<file path="src/rtl/chacha_aead_pkg.sv">
// Shared types and constants for the Poly1305 block framer.
//   framer_state_t : FSM state encodings
//   blk_t          : 128-bit block payload with byte-keep mask
//   keep_legal     : legal in_keep check (contiguous from bit 0)
//   keep_bytes     : byte count of an in_keep value
package chacha_aead_pkg;

   localparam int unsigned WORD_W      = 32;
   localparam int unsigned WORD_KEEP_W = 4;
   localparam int unsigned BLK_W       = 128;
   localparam int unsigned BLK_KEEP_W  = 16;
   localparam int unsigned LEN_FIELD_W = 64;
   localparam int unsigned LEN_AAD_LSB = 0;
   localparam int unsigned LEN_PLD_LSB = 64;

   typedef enum logic [2:0] {
      ST_IDLE = 3'd0,
      ST_AAD  = 3'd1,
      ST_PLD  = 3'd2,
      ST_LEN  = 3'd3,
      ST_DONE = 3'd4,
      ST_ERR  = 3'd5
   } framer_state_t;

   typedef struct packed {
      logic [BLK_W-1:0]      data;
      logic [BLK_KEEP_W-1:0] keep;
   } blk_t;

   // Only contiguous-from-bit-0 keep patterns are accepted
   function automatic logic keep_legal(input logic [WORD_KEEP_W-1:0] k);
      logic ok;
      ok = 1'b0;
      case (k)
         4'h0, 4'h1, 4'h3, 4'h7, 4'hF: ok = 1'b1;
         default:                      ok = 1'b0;
      endcase
      return ok;
   endfunction

   function automatic logic [2:0] keep_bytes(input logic [WORD_KEEP_W-1:0] k);
      return 3'(k[0]) + 3'(k[1]) + 3'(k[2]) + 3'(k[3]);
   endfunction

endpackage

</file>
<file path="src/rtl/poly1305_word_packer.sv">
// Accumulates 32-bit words into a 128-bit little-endian block.
// Ports:
//   clk, rst_n   : clock, async active-low reset
//   i_clear      : drop any partial block
//   i_acc        : a legal word is accepted this cycle
//   i_data/i_keep/i_last : the word, its byte enables, segment end
//   o_emit_c     : block completes this cycle (4 words, or last with bytes)
//   o_blk_c      : the completed block, unused bytes zero
module poly1305_word_packer
   import chacha_aead_pkg::*;
(
   input  logic                   clk,
   input  logic                   rst_n,
   input  logic                   i_clear,
   input  logic                   i_acc,
   input  logic [WORD_W-1:0]      i_data,
   input  logic [WORD_KEEP_W-1:0] i_keep,
   input  logic                   i_last,
   output logic                   o_emit_c,
   output blk_t                   o_blk_c
);

   logic [BLK_W-1:0]      r_data;
   logic [BLK_KEEP_W-1:0] r_keep;
   logic [1:0]            r_idx;

   logic [WORD_W-1:0]     w_mask;
   logic [BLK_W-1:0]      w_data;
   logic [BLK_KEEP_W-1:0] w_keep;

   // Merge the masked word into the current block at its word index
   always_comb begin
      w_mask = '0;
      for (int j = 0; j < 4; j++) begin
         w_mask[8*j +: 8] = {8{i_keep[j]}};
      end
      w_data   = r_data | (BLK_W'(i_data & w_mask) << {r_idx, 5'b0});
      w_keep   = r_keep | (BLK_KEEP_W'(i_keep) << {r_idx, 2'b0});
      o_emit_c = i_acc && ((r_idx == 2'd3) || (i_last && (w_keep != '0)));
      o_blk_c  = '{data: w_data, keep: w_keep};
   end

   // A segment end always restarts packing, even when nothing was emitted
   always_ff @(posedge clk or negedge rst_n) begin
      if (!rst_n) begin
         r_data <= '0;
         r_keep <= '0;
         r_idx  <= '0;
      end else if (i_clear || (i_acc && (o_emit_c || i_last))) begin
         r_data <= '0;
         r_keep <= '0;
         r_idx  <= '0;
      end else if (i_acc) begin
         r_data <= w_data;
         r_keep <= w_keep;
         r_idx  <= r_idx + 2'd1;
      end
   end

endmodule

</file>
<file path="src/rtl/poly1305_block_framer.sv">
// Packs an AAD+payload word stream into Poly1305 blocks and issues the
// RFC 8439 length block.
// Config macro: POLY1305_FRAMER_ZERO_PAD_EN forces aad_keep/pld_keep to all ones.
// Ports:
//   clk, rst_n                      : clock, async active-low reset
//   start                           : begin a message (IDLE/DONE/ERR only)
//   in_valid/in_ready/in_data/in_keep/in_last : 32-bit word input
//   aad_valid/aad_data/aad_keep/aad_ready     : AAD block output
//   pld_valid/pld_data/pld_keep/pld_ready     : payload block output
//   len_valid/len_block/len_ready             : length block output
//   busy, done, err                 : status
module poly1305_block_framer
   import chacha_aead_pkg::*;
#(
   parameter int unsigned CNT_W = 38
) (
   input  logic                   clk,
   input  logic                   rst_n,
   input  logic                   start,
   input  logic                   in_valid,
   output logic                   in_ready,
   input  logic [WORD_W-1:0]      in_data,
   input  logic [WORD_KEEP_W-1:0] in_keep,
   input  logic                   in_last,
   output logic                   aad_valid,
   output logic [BLK_W-1:0]       aad_data,
   output logic [BLK_KEEP_W-1:0]  aad_keep,
   input  logic                   aad_ready,
   output logic                   pld_valid,
   output logic [BLK_W-1:0]       pld_data,
   output logic [BLK_KEEP_W-1:0]  pld_keep,
   input  logic                   pld_ready,
   output logic                   len_valid,
   output logic [BLK_W-1:0]       len_block,
   input  logic                   len_ready,
   output logic                   busy,
   output logic                   done,
   output logic                   err
);

   framer_state_t     r_state, w_state_nxt;
   logic [CNT_W-1:0]  r_aad_cnt, r_pld_cnt;
   logic              r_blk_valid, r_blk_last;
   blk_t              r_blk;
   logic              r_len_valid;
   logic [BLK_W-1:0]  r_len_block;

   logic              w_start_ok, w_acc, w_err, w_word_ok, w_seg_close;
   logic              w_out_ready, w_blk_hs, w_pk_emit;
   logic [CNT_W:0]    w_sum;
   logic [BLK_W-1:0]  w_len_nxt;
   blk_t              w_pk_blk;

   // Word acceptance, error detection and counter arithmetic
   always_comb begin
      w_start_ok  = start && ((r_state == ST_IDLE) || (r_state == ST_DONE) || (r_state == ST_ERR));
      w_acc       = in_valid && in_ready;
      w_sum       = {1'b0, (r_state == ST_AAD) ? r_aad_cnt : r_pld_cnt}
                    + (CNT_W+1)'(keep_bytes(in_keep));
      w_err       = w_acc && (!keep_legal(in_keep) || ((in_keep != 4'hF) && !in_last) || w_sum[CNT_W]);
      w_word_ok   = w_acc && !w_err;
      w_out_ready = (r_state == ST_AAD) ? aad_ready : pld_ready;
      w_blk_hs    = r_blk_valid && w_out_ready;
      // Segment ends on an empty close with nothing pending, or when its last block is taken
      w_seg_close = (w_word_ok && in_last && !w_pk_emit) || (w_blk_hs && r_blk_last);
      w_len_nxt   = '0;
      w_len_nxt[LEN_AAD_LSB +: LEN_FIELD_W] = LEN_FIELD_W'(r_aad_cnt);
      w_len_nxt[LEN_PLD_LSB +: LEN_FIELD_W] = LEN_FIELD_W'(r_pld_cnt);
   end

   poly1305_word_packer u_packer (
      .clk      (clk),
      .rst_n    (rst_n),
      .i_clear  (w_start_ok || w_err),
      .i_acc    (w_word_ok),
      .i_data   (in_data),
      .i_keep   (in_keep),
      .i_last   (in_last),
      .o_emit_c (w_pk_emit),
      .o_blk_c  (w_pk_blk)
   );

   // State register
   always_ff @(posedge clk or negedge rst_n) begin
      if (!rst_n) r_state <= ST_IDLE;
      else        r_state <= w_state_nxt;
   end

   // Next-state logic
   always_comb begin
      w_state_nxt = r_state;
      unique case (r_state)
         ST_IDLE, ST_DONE, ST_ERR: if (start) w_state_nxt = ST_AAD;
         ST_AAD: begin
            if (w_err)            w_state_nxt = ST_ERR;
            else if (w_seg_close) w_state_nxt = ST_PLD;
         end
         ST_PLD: begin
            if (w_err)            w_state_nxt = ST_ERR;
            else if (w_seg_close) w_state_nxt = ST_LEN;
         end
         ST_LEN: if (r_len_valid && len_ready) w_state_nxt = ST_DONE;
         default: w_state_nxt = ST_IDLE;
      endcase
   end

   // Counters, pending output block and length block
   always_ff @(posedge clk or negedge rst_n) begin
      if (!rst_n) begin
         r_aad_cnt   <= '0;
         r_pld_cnt   <= '0;
         r_blk_valid <= 1'b0;
         r_blk_last  <= 1'b0;
         r_blk       <= '0;
         r_len_valid <= 1'b0;
         r_len_block <= '0;
      end else if (w_start_ok) begin
         r_aad_cnt   <= '0;
         r_pld_cnt   <= '0;
         r_blk_valid <= 1'b0;
         r_blk_last  <= 1'b0;
         r_len_valid <= 1'b0;
         r_len_block <= '0;
      end else begin
         if (w_err) begin
            r_blk_valid <= 1'b0;
         end else if (w_word_ok) begin
            if (r_state == ST_AAD) r_aad_cnt <= w_sum[CNT_W-1:0];
            else                   r_pld_cnt <= w_sum[CNT_W-1:0];
            if (w_pk_emit) begin
               r_blk_valid <= 1'b1;
               r_blk_last  <= in_last;
               r_blk.data  <= w_pk_blk.data;
`ifdef POLY1305_FRAMER_ZERO_PAD_EN
               r_blk.keep  <= '1;
`else
               r_blk.keep  <= w_pk_blk.keep;
`endif
            end
         end else if (w_blk_hs) begin
            r_blk_valid <= 1'b0;
         end
         if ((r_state == ST_PLD) && (w_state_nxt == ST_LEN)) begin
            r_len_valid <= 1'b1;
            r_len_block <= w_len_nxt;
         end else if (r_len_valid && len_ready) begin
            r_len_valid <= 1'b0;
         end
      end
   end

   // Output demux by segment; the pending block is only visible in its own state
   always_comb begin
      aad_valid = r_blk_valid && (r_state == ST_AAD);
      pld_valid = r_blk_valid && (r_state == ST_PLD);
      aad_data  = aad_valid ? r_blk.data : '0;
      aad_keep  = aad_valid ? r_blk.keep : '0;
      pld_data  = pld_valid ? r_blk.data : '0;
      pld_keep  = pld_valid ? r_blk.keep : '0;
      len_valid = r_len_valid;
      len_block = r_len_block;
      in_ready  = ((r_state == ST_AAD) || (r_state == ST_PLD)) && !r_blk_valid;
      busy      = (r_state == ST_AAD) || (r_state == ST_PLD) || (r_state == ST_LEN);
      done      = (r_state == ST_DONE);
      err       = (r_state == ST_ERR);
   end

endmodule

</file>
<file path="config.mk">
export PLATFORM = sky130hd
export DESIGN_NAME = poly1305_block_framer
export DESIGN_NICKNAME = d
export VERILOG_FILES = /design/src/rtl/chacha_aead_pkg.sv /design/src/rtl/poly1305_word_packer.sv /design/src/rtl/poly1305_block_framer.sv
export SDC_FILE = /design/constraint.sdc
export NUM_CORES = 1
export LEC_CHECK = 0
export CAP_MARGIN = 20
export CORE_ASPECT_RATIO = 1.4
export CORE_MARGIN = 2
export CORE_UTILIZATION = 50
export CTS_CLUSTER_DIAMETER = 200
export CTS_CLUSTER_SIZE = 12
export DETAILED_ROUTE_END_ITERATION = 10
export HOLD_SLACK_MARGIN = 0.06
export PLACE_DENSITY = 0.9
export REMOVE_ABC_BUFFERS = 1
export SKIP_LAST_GASP = 1
export SLEW_MARGIN = 20
export SYNTH_ARGS = -nofsm -noshare
export SYNTH_HDL_FRONTEND = slang
export SYNTH_SLANG_ARGS = --single-unit
</file>
<file path="constraint.sdc">
create_clock -name clk -period 9.3 [get_ports clk]
set_input_delay 2.325 -clock clk [delete_from_list [all_inputs] [get_ports clk]]
set_output_delay 2.325 -clock clk [all_outputs]
set_load 0.05 [all_outputs]
</file>
# Yosys cells after proc, flatten, opt, wreduce, memory -nomap -nowiden
# Index checks and enable logic that the tools add are counted.
# totals
regBits	500
inputBits	44
wordCells	131
# op_classes
add_sub_neg	5
n_eq_ne	15
shift	2
n_mux	42
bitwise	5
n_reduce_logical	50
# op_table
op	n
128-bit two-way mux	6
38-bit two-way mux	9
128-bit bitwise OR	1
128-bit by 7-bit left shift with 128-bit output	1
16-bit two-way mux	4
38-bit by 3-bit adder with 39-bit output	1
32-bit bitwise AND	1
3-bit two-way mux	6
1-bit logical AND	17
16-bit bitwise OR	1
16-bit nonzero test	1
4-bit by 4-bit left shift with 16-bit output	1
1-bit two-way mux	14
3-bit case mux with 4 select lines	1
1-bit logical OR	11
2-bit nonzero test	5
3-bit by 2-bit == test with 1-bit output (second input constant)	3
3-bit AND reduction	3
4-bit != test (second input constant)	2
3-bit == test (second input constant)	2
1-bit logical NOT	5
5-bit OR reduction	1
4-bit by 1-bit == test with 1-bit output (second input constant)	1
4-bit by 2-bit == test with 1-bit output (second input constant)	1
other kinds (18)	21

# Depth between registers and ports, before layout
# Gate-level depths: netlist (run 1).
# depth
depth_word	20
ltp_mapped	21

# Cells and area by module
# From an unflattened synthesis (run 1), not the netlist that was laid out.
# hier_totals
cells_unflattened	2325
hier_area_um2	23476.3
# by_module_without_submodules
module	n_inst	cells_each	area_each_um2	seq_area_each_um2
poly1305_block_framer	1	1618	16428.3	7557.2
poly1305_word_packer	1	707	7048.0	3653.5

# Worst setup path before layout (run 1)
# OpenSTA, ideal clock, no wires.
# synth_path
path_kind	input to register
start	input port in_keep[3]
end	register r_pld_cnt[11]
setup_ps	125
t_arrival_ps	6032
required_time_ps	9175
setup_slack_ps	3143
path_stages	13
n_path_buf	4
path_cell_list	clkbuf_1 inv_1 fa_1 fa_1 fa_1 clkbuf_1 nor4_1 o21ai_2 o31a_1 buf_6 o21ai_2 buf_2 mux2_2
# synth_between
elab_chain_cells	11
word_cells_on_any_way	24
# synth_lines
element	line_no	text
start, declared	poly1305_block_framer.sv:23	input logic [WORD_KEEP_W-1:0] in_keep,
parallel branches: the longest is 11 deep, another holds 38-bit by 3-bit adder with 39-bit output	-	
end signal, assigned	poly1305_block_framer.sv:129	else r_pld_cnt <= w_sum[CNT_W-1:0];
end, declared	poly1305_block_framer.sv:42	logic [CNT_W-1:0] r_aad_cnt, r_pld_cnt;
# Several ways; the timed one is not identified. The select of a mux whose other input is x is not followed.
# A chain may end at the register's enable or synchronous reset.

# Worst setup path in the final report (run 1)
# layout_path
start	input port in_keep[0]
end	register r_len_block[91], in the netlist len_block[91]
# layout_between
elab_chain_cells	19
word_cells_on_any_way	37
# layout_lines
element	line_no	text
parallel branches: the longest is 15 deep, another holds 38-bit by 3-bit adder with 39-bit output	-	
3-bit case mux with 4 select lines (*)	poly1305_block_framer.sv:92	unique case (r_state)
3-bit by 2-bit == test with 1-bit output (*)	poly1305_block_framer.sv:143	if ((r_state == ST_PLD) && (w_state_nxt == ST_LEN)) begin
1-bit logical AND (*)	poly1305_block_framer.sv:143	
2-bit nonzero test (no source line) (*)	-	
end signal, assigned	poly1305_block_framer.sv:145	r_len_block <= w_len_nxt;
end, declared	poly1305_block_framer.sv:46	logic [BLK_W-1:0] r_len_block;
# Mark *: on every way between the ends.

==> flow_summary_export.csv, run 1 <==
group,metric,value,unit
power,vdd_drop_max,0.183,mV
power,p_clk_frac,0.331,
yosys,synth_ff_type,"dfrtp_1",
setup_path,slowest_stage,"o31a_1",
timing,fin_crit,7.67,ns
place,dp.cells,3206,
cts,clockBufferDepth,3,
power,swShare,0.335,
floorplanning,core_area,43800,um2
place,place_area,26000,um2
timing,max_freq,0.130,GHz
floorplanning,start_util,0.504,
power,power_density,169,nW/um2
place,gp_congestion,0.909,
setup_path,slowest_delay,0.70,ns
setup_path,path_delay_family,"compound AO/OA/AOI/OAI gates",
run_status,outcome,"finished clean",
global_routing,overflow,0,
timing,worst_pin_slew,1.11,ns
power,switchingPower,1.54,mW
setup_path,reg2reg_slack,2.71,ns
finish,design_area,27200,um2
floorplanning,fp.dieArea,45900,um2
finish,utilization,0.620,
cts,insertion_delay,0.56,ns
power,finalPower,4.59,mW
finish,syn2layout_area_growth,23.0,%
floorplanning,rows,91,
power,leakage,12.8,nW
setup_path,cpMostUsedCell,"fa_1",
power,combinationalPowerShare,0.199,
global_routing,antenna_found_initial,5,
detailed_routing,antenna_left,0,
power,p_seq_frac,0.470,
global_routing,grt_max_degree,204,
floorplanning,die_w,182,um
yosys,netlist_instances,2435,
worst_hold_path,hold_path_class,"reg -> reg",
setup_path,start_kind,"input port",
cts,cts_tree,"built",
detailed_routing,drc_errors,0,
global_routing,grt_pass1_wl,105000,um
place,placement.io_buffers,414,
timing,fin_ws,1.63,ns
finish,final_cells,3258,
detailed_routing,avgViaCountPerCell,5.98,
detailed_routing,vias,19500,
yosys,ys_types,71,
yosys,synth_edf_count,0,
yosys,yosys_warnings,0,
timing,rsz0062_at_grt,"no",
timing,hold_viol_final,0,
cts,postCtsHoldBufs,0,
setup_path,worstPathRequired,9.74,ns
place,pre_cts_ws,1.16,ns
setup_path,reg2reg_to,"len_block[36]",
worst_hold_path,hold_path_end,"u_packer.r_data[79]",
finish,fin_nets,2747,
detailed_routing,drt_wl_total,67300,um
timing,relSlewSlack,0.257,
detailed_routing,first_pass_iters,6,
yosys,postSynthAreaPerCell,9.07,um2
timing,drv_slew,0,
floorplanning,die_y,253,um
cts,numClockSinks,448,
cts,clkSlewWorstSetupHoldPaths,0.06,ns
detailed_routing,wl_per_cell,20.7,um
yosys,async_flop_share,1.00,
setup_path,worstSetupPathType,"in -> reg",
setup_path,crit_arrival,8.11,ns
yosys,syn_area,22100,um2
global_routing,first_global_vias,19200,
cts,h-tree-depth,2,
setup_path,critical_path.max_fanout,42,
timing,fin_skew,0.0273,ns
setup_path,reg2reg_depth,10,
worst_hold_path,min_from,"u_packer.r_data[79]",
place,dp_hpwl,45300,um
detailed_routing,drt_iter0_drc,1754,
finish,layout-drive-gt1-share,0.0445,
yosys,ys_ff_latch,448,
setup_path,critPathCaptureType,"flip-flop",
setup_path,rr_startpoint,"r_state[0]",
timing,post-route-period-util,0.825,
worst_hold_path,min_path_cells,2,
timing,fin_hold_ws,0.494,ns
cts,cts_root_buf,"clkbuf_16",
power,p_int,3.06,mW
setup_path,cp_cell_sequence,"clkdlybuf4s50_1 > inv_1 > fa_1 > fa_1 > fa_1 > nor4_1 > o21ai_2 > o31a_1 > a31o_4 > nand2_4 > buf_4 > mux2i_1",
global_routing,grt_use_total,0.286,
timing,setup_violations,0,
setup_path,crit_buf_inv,3,
run,maxCapViolCount,0,
timing,setup_tns,0,ns
floorplanning,ios,467,
cts,cts_resized,0,
cts,cts_buffers,43,
yosys,ys_seq_area_frac,0.508,
cts,cts_setup_buffers,0,
[worst max-delay path by stage]
stage | endpoint | slack, ns | from | cells past startpoint
floorplan | r_blk[0] | -8.09 | r_state[2] | 9
global placement | len_block[100] | 1.42 | in_keep[0] | 12
detailed placement | len_block[96] | 1.16 | in_keep[0] | 12
CTS | len_block[96] | 1.67 | in_keep[0] | 12
global route | len_block[96] | 1.25 | in_keep[0] | 12
finish | len_block[91] | 1.63 | in_keep[0] | 12
[cells by family (layout without fill, tap and decap cells)]
family,Yosys count,after routing,share of synthesized area
compound gates,579,579,0.150
xor+xnor,33,33,0.0131
fa+ha+maj,8,8,0.00555
buf+inv,324,534,0.0718
flops,448,448,0.508
mux,64,64,0.0299
other cells,1,56,0.000170
simple gates,978,978,0.222
[worst min-delay path: cells and delay by family (launching register included)]
| family | cells | cell delay [ns] |
|---|---|---|
| flip-flops | 1 | 0.34 |
| AO/OA/AOI/OAI | 1 | 0.04 |
| AND/OR/NAND/NOR | 1 | 0.07 |
[cell usage in the layout (no fill, tap or decap), types with 43 or more instances in the layout]
cell type	n
a21oi_1	267
and3_1	333
clkbuf_16	43
clkdlybuf4s50_1	413
conb_1	52
dfrtp_1	447
inv_1	49
mux2i_1	49
nand2_1	259
nor2_1	237
o21ai_0	184
[power by group through the flow]
stage | registers (mW) | logic [mW] | clock network [mW]
global placement | 2.18 | 0.867 | 0
finish | 2.16 | 0.914 | 1.52
CTS | 2.15 | 0.905 | 1.54
detailed placement | 2.19 | 0.902 | 0
floorplan | 2.14 | 0.560 | 0
global route | 2.17 | 0.995 | 1.61
[synthesized netlist by cell type (4+ instances only)]
cell type / n / share of area
a211oi_1: 5 / 0.0017
a21o_1: 4 / 0.0014
a21oi_1: 267 / 0.060
a22oi_1: 4 / 0.0014
a31o_1: 38 / 0.015
and2_1: 13 / 0.0037
and3_1: 333 / 0.094
buf_1: 29 / 0.0049
buf_2: 31 / 0.0070
buf_4: 56 / 0.019
buf_6: 8 / 0.0041
clkbuf_1: 147 / 0.025
dfrtp_1: 448 / 0.51
ha_1: 5 / 0.0028
inv_1: 49 / 0.0083
mux2_2: 12 / 0.0061
mux2i_1: 49 / 0.022
nand2_1: 260 / 0.044
nand3_1: 37 / 0.0084
nand4_1: 15 / 0.0042
nor2_1: 238 / 0.040
nor3_1: 26 / 0.0059
nor3_2: 12 / 0.0054
nor4_1: 13 / 0.0037
o211ai_1: 8 / 0.0027
o21ai_0: 184 / 0.042
o21ai_1: 7 / 0.0016
o22ai_1: 5 / 0.0014
o31ai_1: 20 / 0.0068
o32ai_1: 5 / 0.0020
o41ai_1: 8 / 0.0032
or3_1: 4 / 0.0011
xnor2_1: 26 / 0.010
xor2_1: 7 / 0.0028
[metal layers]
| metal | share of wire | wire length (um) | vias up | global-route usage |
|---|---|---|---|---|
| li1 | - | - | 8804 | - |
| met1 | 0.37 | 24900 | 9571 | 0.344 |
| met2 | 0.52 | 35100 | 918 | 0.510 |
| met3 | 0.068 | 4560 | 190 | 0.0432 |
| met4 | 0.042 | 2810 | 2 | 0.123 |
| met5 | 0.00021 | 14 | - | 0 |
[sequential cells by signal, summed over array words and instances (netlist names)]
register	flops
len_block	76
len_valid	1
r_aad_cnt	38
r_blk	144
r_blk_last	1
r_blk_valid	1
r_pld_cnt	38
r_state	3
u_packer.r_data	128
u_packer.r_idx	2
u_packer.r_keep	16
[final cells by class]
cell class              instances  area [um2]
diodes                          4        10.0
repair buffers                439        4430
flip-flops and latches        448       11200
well taps                     558         698
clock buffers                  44        1080
clock inverters                 2        17.5
multi-input cells            1714        9530
fillers                      3495       16700
inverters                      49         184
No activity file was read; power rests on OpenSTA's default activity.
==> run 2, diff against run 1 <==
--- a/config.mk
+++ b/config.mk
@@ -8,12 +8,12 @@
 export CAP_MARGIN = 20
 export CORE_ASPECT_RATIO = 1.4
 export CORE_MARGIN = 2
-export CORE_UTILIZATION = 50
+export CORE_UTILIZATION = 47
 export CTS_CLUSTER_DIAMETER = 200
 export CTS_CLUSTER_SIZE = 12
 export DETAILED_ROUTE_END_ITERATION = 10
 export HOLD_SLACK_MARGIN = 0.06
-export PLACE_DENSITY = 0.9
+export PLACE_DENSITY = 0.88
 export REMOVE_ABC_BUFFERS = 1
 export SKIP_LAST_GASP = 1
 export SLEW_MARGIN = 20
==> constraint.sdc (replaced) <==
create_clock -name clk -period 6.7 [get_ports clk]
set_input_delay 1.675 -clock clk [delete_from_list [all_inputs] [get_ports clk]]
set_output_delay 1.675 -clock clk [all_outputs]
set_load 0.05 [all_outputs]
==> flow_summary_export.csv, run 2 (same netlist as run 1, synthesis figures left out) <==
group,metric,value,unit
run_status,outcome,"finished clean",
global_routing,grt_pass1_wl,103000,um
finish,fin_nets,2751,
setup_path,rr_startpoint,"r_state[0]",
detailed_routing,wl_per_cell,20.1,um
power,p_seq_frac,0.466,
power,p_int,4.28,mW
timing,post-route-period-util,0.854,
setup_path,critical_path.max_fanout,75,
finish,layout-drive-gt1-share,0.0470,
cts,numClockSinks,448,
setup_path,worstPathRequired,7.16,ns
detailed_routing,avgViaCountPerCell,5.78,
setup_path,start_kind,"input port",
setup_path,crit_buf_inv,3,
worst_hold_path,min_from,"u_packer.r_data[6]",
cts,postCtsHoldBufs,0,
power,finalPower,6.44,mW
cts,cts_tree,"built",
place,place_area,26200,um2
cts,h-tree-depth,2,
place,gp_congestion,0.941,
timing,fin_skew,0.0254,ns
worst_hold_path,hold_path_end,"u_packer.r_data[6]",
setup_path,slowest_delay,0.56,ns
cts,clockBufferDepth,3,
power,combinationalPowerShare,0.202,
worst_hold_path,hold_path_class,"reg -> reg",
setup_path,path_delay_family,"adder cells",
power,switchingPower,2.16,mW
setup_path,worstSetupPathType,"in -> reg",
detailed_routing,first_pass_iters,6,
timing,worst_pin_slew,1.08,ns
floorplanning,ios,467,
setup_path,critPathCaptureType,"flip-flop",
timing,setup_violations,0,
floorplanning,rows,94,
detailed_routing,vias,19300,
detailed_routing,drt_wl_total,66900,um
finish,design_area,27300,um2
cts,cts_root_buf,"clkbuf_16",
floorplanning,start_util,0.473,
setup_path,reg2reg_to,"len_block[68]",
global_routing,grt_use_total,0.263,
finish,fillers,3871,
global_routing,overflow,0,
timing,fin_crit,5.72,ns
floorplanning,core_area,46700,um2
power,swShare,0.335,
power,p_clk_frac,0.332,
floorplanning,die_y,261,um
global_routing,antenna_found_initial,2,
cts,cts_resized,0,
floorplanning,die_w,187,um
finish,syn2layout_area_growth,23.7,%
finish,final_common_cell,"dfrtp_1",
place,pre_cts_ws,0.496,ns
finish,largest_register_ffs,144,
power,leakage,12.8,nW
cts,clkSlewWorstSetupHoldPaths,0.06,ns
global_routing,first_global_vias,18700,
detailed_routing,antenna_left,0,
cts,cts_buffers,43,
detailed_routing,drt_iter0_drc,2009,
finish,final_cell_mix,"447 x dfrtp_1, 413 x clkdlybuf4s50_1, 333 x and3_1, 267 x a21oi_1, 259 x nand2_1",
setup_path,slowest_stage,"fa_1",
cts,insertion_delay,0.56,ns
place,placement.io_buffers,414,
setup_path,cpMostUsedCell,"fa_1",
setup_path,reg2reg_depth,13,
timing,relSlewSlack,0.271,
setup_path,cp_cell_sequence,"clkdlybuf4s50_1 > inv_1 > fa_1 > fa_1 > fa_1 > nor4_1 > o21ai_2 > o31a_1 > a31o_4 > nand2_4 > buf_12 > mux2i_1",
run,maxCapViolCount,0,
detailed_routing,drc_errors,0,
power,vdd_drop_max,0.262,mV
finish,regMostFlops,"r_blk",
worst_hold_path,min_path_cells,2,
setup_path,crit_arrival,6.18,ns
timing,max_freq,0.175,GHz
timing,rsz0062_at_grt,"no",
timing,drv_slew,0,
floorplanning,fp.dieArea,48800,um2
timing,fin_ws,0.981,ns
place,dp_hpwl,45900,um
setup_path,reg2reg_slack,1.71,ns
timing,hold_viol_final,0,
power,power_density,236,nW/um2
cts,cts_setup_buffers,0,
global_routing,grt_max_degree,194,
timing,fin_hold_ws,0.496,ns
## run 2: worst max path at each step
stage | from | end | slack (ns) | depth (start not counted)
6_report | in_keep[0] | len_block[68] | 0.98 | 12
5_1_grt | in_keep[0] | len_block[81] | 0.81 | 12
4_1_cts | in_keep[0] | len_block[81] | 1.04 | 12
3_5_place_dp | in_keep[0] | len_block[68] | 0.50 | 12
3_3_place_gp | in_keep[0] | len_block[4] | 0.61 | 12
2_1_floorplan | r_state[2] | r_blk[0] | -10.69 | 9
## run 2: metal layers
layer | wire length, um | track usage | vias to the layer above
met4 | 3220 | 0.130 | 0
met3 | 4560 | 0.0409 | 204
li1 | - | - | 8819
met5 | 0 | 0 | -
met2 | 34000 | 0.465 | 865
met1 | 25100 | 0.314 | 9366
## run 2: layout make-up
class | count | area, um2 | share of cell area
Sequential cell | 448 | 11200 | 0.410
Multi-Input combinational cell | 1714 | 9530 | 0.349
Timing Repair Buffer | 443 | 4480 | 0.164
Clock buffer | 45 | 1100 | 0.0404
Tap cell | 624 | 781 | 0.0286
Inverter | 49 | 184 | 0.00673
Clock inverter | 3 | 33.8 | 0.00124
Antenna cell | 3 | 7.51 | 0.000275
## run 2: worst register-to-register path, stage by stage (launching register included)
cell,delay [ns]
dfrtp_1,0.55
nor3b_2,0.47
buf_4,0.63
nand2_1,0.13
nand2_1,0.14
inv_1,0.08
fa_1,0.46
nor4_1,0.55
o21ai_2,0.14
o31a_1,0.45
a31o_4,0.44
nand2_4,0.18
buf_12,0.36
mux2i_1,0.33
## run 2: power groups by stage
stage          sequential [mW]  clock, mW  combinational, mW
2_1_floorplan             2.96          0              0.762
3_3_place_gp              3.03          0               1.24
3_5_place_dp              3.04          0               1.28
4_1_cts                   2.99       2.18               1.28
5_1_grt                   3.01       2.28               1.41
6_report                  3.00       2.14               1.30
## run 2: stage by stage
stage | cells | setup TNS (ns) | utilization
final | 3329 | 0 | 0.585
after global routing | 3327 | 0 | 0.585
after CTS | 3326 | 0 | 0.585
after detailed placement | 3278 | 0 | 0.561
after global placement | 3278 | 0 | 0.561
after floorplan | 2211 | -4987.31 | -
==> run 3, diff against run 2 <==
--- a/config.mk
+++ b/config.mk
@@ -8,12 +8,13 @@
 export CAP_MARGIN = 20
 export CORE_ASPECT_RATIO = 1.4
 export CORE_MARGIN = 2
-export CORE_UTILIZATION = 47
+export CORE_UTILIZATION = 48
+export CTS_BUF_LIST = sky130_fd_sc_hd__clkbuf_8
 export CTS_CLUSTER_DIAMETER = 200
 export CTS_CLUSTER_SIZE = 12
 export DETAILED_ROUTE_END_ITERATION = 10
 export HOLD_SLACK_MARGIN = 0.06
-export PLACE_DENSITY = 0.88
+export PLACE_DENSITY = 0.9
 export REMOVE_ABC_BUFFERS = 1
 export SKIP_LAST_GASP = 1
 export SLEW_MARGIN = 20
==> flow_summary_export.csv, run 3 (same netlist as run 1, synthesis figures left out) <==
group,metric,value,unit
cts,clockBufferDepth,3,
cts,cts_buffers,43,
timing,fin_skew,0.0424,ns
timing,max_freq,0.171,GHz
floorplanning,rows,93,
power,leakage,12.6,nW
cts,cts_setup_buffers,0,
cts,insertion_delay,0.62,ns
floorplanning,die_y,258,um
finish,layout-drive-gt1-share,0.0491,
power,vdd_drop_max,0.331,mV
place,gp_congestion,0.924,
detailed_routing,first_pass_iters,5,
place,dp_hpwl,46500,um
global_routing,grt_busiest_layer,"met2",
global_routing,first_global_vias,18800,
setup_path,worstPathRequired,7.21,ns
global_routing,grt_use_total,0.274,
cts,cts_resized,0,
detailed_routing,drt_iter0_drc,1600,
run,maxCapViolCount,0,
finish,syn2layout_area_growth,22.0,%
detailed_routing,wl_per_cell,20.1,um
place,placement.io_buffers,414,
detailed_routing,avgViaCountPerCell,5.78,
setup_path,critPathCaptureType,"flip-flop",
floorplanning,core_area,45700,um2
timing,setup_violations,0,
timing,post-route-period-util,0.875,
cts,h-tree-depth,2,
timing,hold_viol_final,0,
finish,design_area,26900,um2
global_routing,grt_pass1_wl,103000,um
cts,numClockSinks,448,
detailed_routing,drc_errors,0,
cts,postCtsHoldBufs,0,
cts,cts_root_buf,"clkbuf_8",
timing,drv_slew,0,
floorplanning,ios,467,
global_routing,overflow,0,
cts,clkSlewWorstSetupHoldPaths,0.08,ns
setup_path,critical_path.max_fanout,42,
floorplanning,start_util,0.483,
finish,final_common_cell,"dfrtp_1",
global_routing,use_met1,0.333,
detailed_routing,drt_wl_total,67000,um
finish,largest_register_ffs,144,
setup_path,crit_arrival,6.37,ns
finish,fin_nets,2758,
worst_hold_path,hold_path_class,"reg -> reg",
setup_path,worstSetupPathType,"in -> reg",
finish,regMostFlops,"r_blk",
floorplanning,fp.dieArea,47800,um2
global_routing,grt.met2_usage,0.475,
timing,rsz0062_at_grt,"no",
cts,cts_tree,"built",
timing,worst_pin_slew,1.09,ns
floorplanning,die_w,185,um
global_routing,global_route.usage.met3,0.0341,
run_status,outcome,"finished clean",
timing,fin_crit,5.86,ns
detailed_routing,vias,19200,
setup_path,start_kind,"input port",
timing,relSlewSlack,0.268,
detailed_routing,antenna_left,0,
place,place_area,26300,um2
finish,final_cell_mix,"447 x dfrtp_1, 413 x clkdlybuf4s50_1, 333 x and3_1, 267 x a21oi_1, 259 x nand2_1",
global_routing,antenna_found_initial,6,
timing,fin_hold_ws,0.497,ns
power,power_density,216,nW/um2
global_routing,grt_max_degree,200,
## run 3: cell count changes in the layout (fill, tap and decap cells not counted), sizes merged
cell      before  now
buf           30   37
diode          3    5
clkinvlp       0    1
clkbuf        45   43
inv           51   53
clkinv         1    0
## run 3: layer usage
metal / vias to the layer above / part of all wire
li1: 8824 / -
met5: - / 0.00019
met4: 2 / 0.051
met3: 186 / 0.061
met1: 9395 / 0.38
met2: 833 / 0.51
## run 3: final cells by class
| type | count | area [um2] |
|---|---|---|
| inverter | 49 | 184 |
| antenna | 5 | 12.5 |
| clock buffer | 43 | 592 |
| sequential | 448 | 11200 |
| fill | 3820 | 18800 |
| multi-input combinational | 1714 | 9520 |
| clock inverter | 5 | 42.5 |
| timing repair buffer | 450 | 4600 |
| tap | 617 | 772 |
## run 3: critical path, cell delays in order
cell and delay (ns):
clkdlybuf4s50_1 0.56, inv_1 0.15, fa_1 0.58, fa_1 0.46, fa_1 0.42, nor4_1 0.53
o21ai_2 0.14, o31a_1 0.45, a31o_4 0.44, nand2_4 0.35, buf_4 0.33, mux2i_1 0.24
## run 3: report_power, final
group / internal (mW) / total [mW] / switching [mW]
logic: 0.316 / 1.32 / 1.00
clock network: 0.587 / 1.50 / 0.912
registers: 2.83 / 2.99 / 0.159
total: 3.73 / 5.81 / 2.07
## run 3: worst paths after layout
kind / startpoint / endpoint / slack [ns] / cells after the start
setup / recovery: in_keep[0] / len_block[37] / 0.84 / 12
hold reg to reg: u_packer.r_data[75] / u_packer.r_data[75] / 0.50 / 2
hold / removal: u_packer.r_data[75] / u_packer.r_data[75] / 0.50 / 2
min in group asynchronous: rst_n / r_pld_cnt[6] / 1.05 / 1
setup reg to reg: r_state[0] / len_block[37] / 1.75 / 13
max in group asynchronous: rst_n / r_blk_valid / 4.23 / 2
## run 3: per-stage QoR
| stage | cells | power (mW) | setup WS [ns] | utilization | TNS (ns) |
|---|---|---|---|---|---|
| 2_1_floorplan | 2211 | 3.73 | -10.69 | - | -4987.31 |
| 6_report | 3331 | 5.81 | 0.837 | 0.589 | 0 |
| 3_3_place_gp | 3276 | 4.29 | 0.356 | 0.574 | 0 |
| 3_5_place_dp | 3277 | 4.34 | 0.309 | 0.574 | 0 |
| 4_1_cts | 3325 | 5.83 | 0.927 | 0.588 | 0 |
| 5_1_grt | 3330 | 6.06 | 0.690 | 0.589 | 0 |
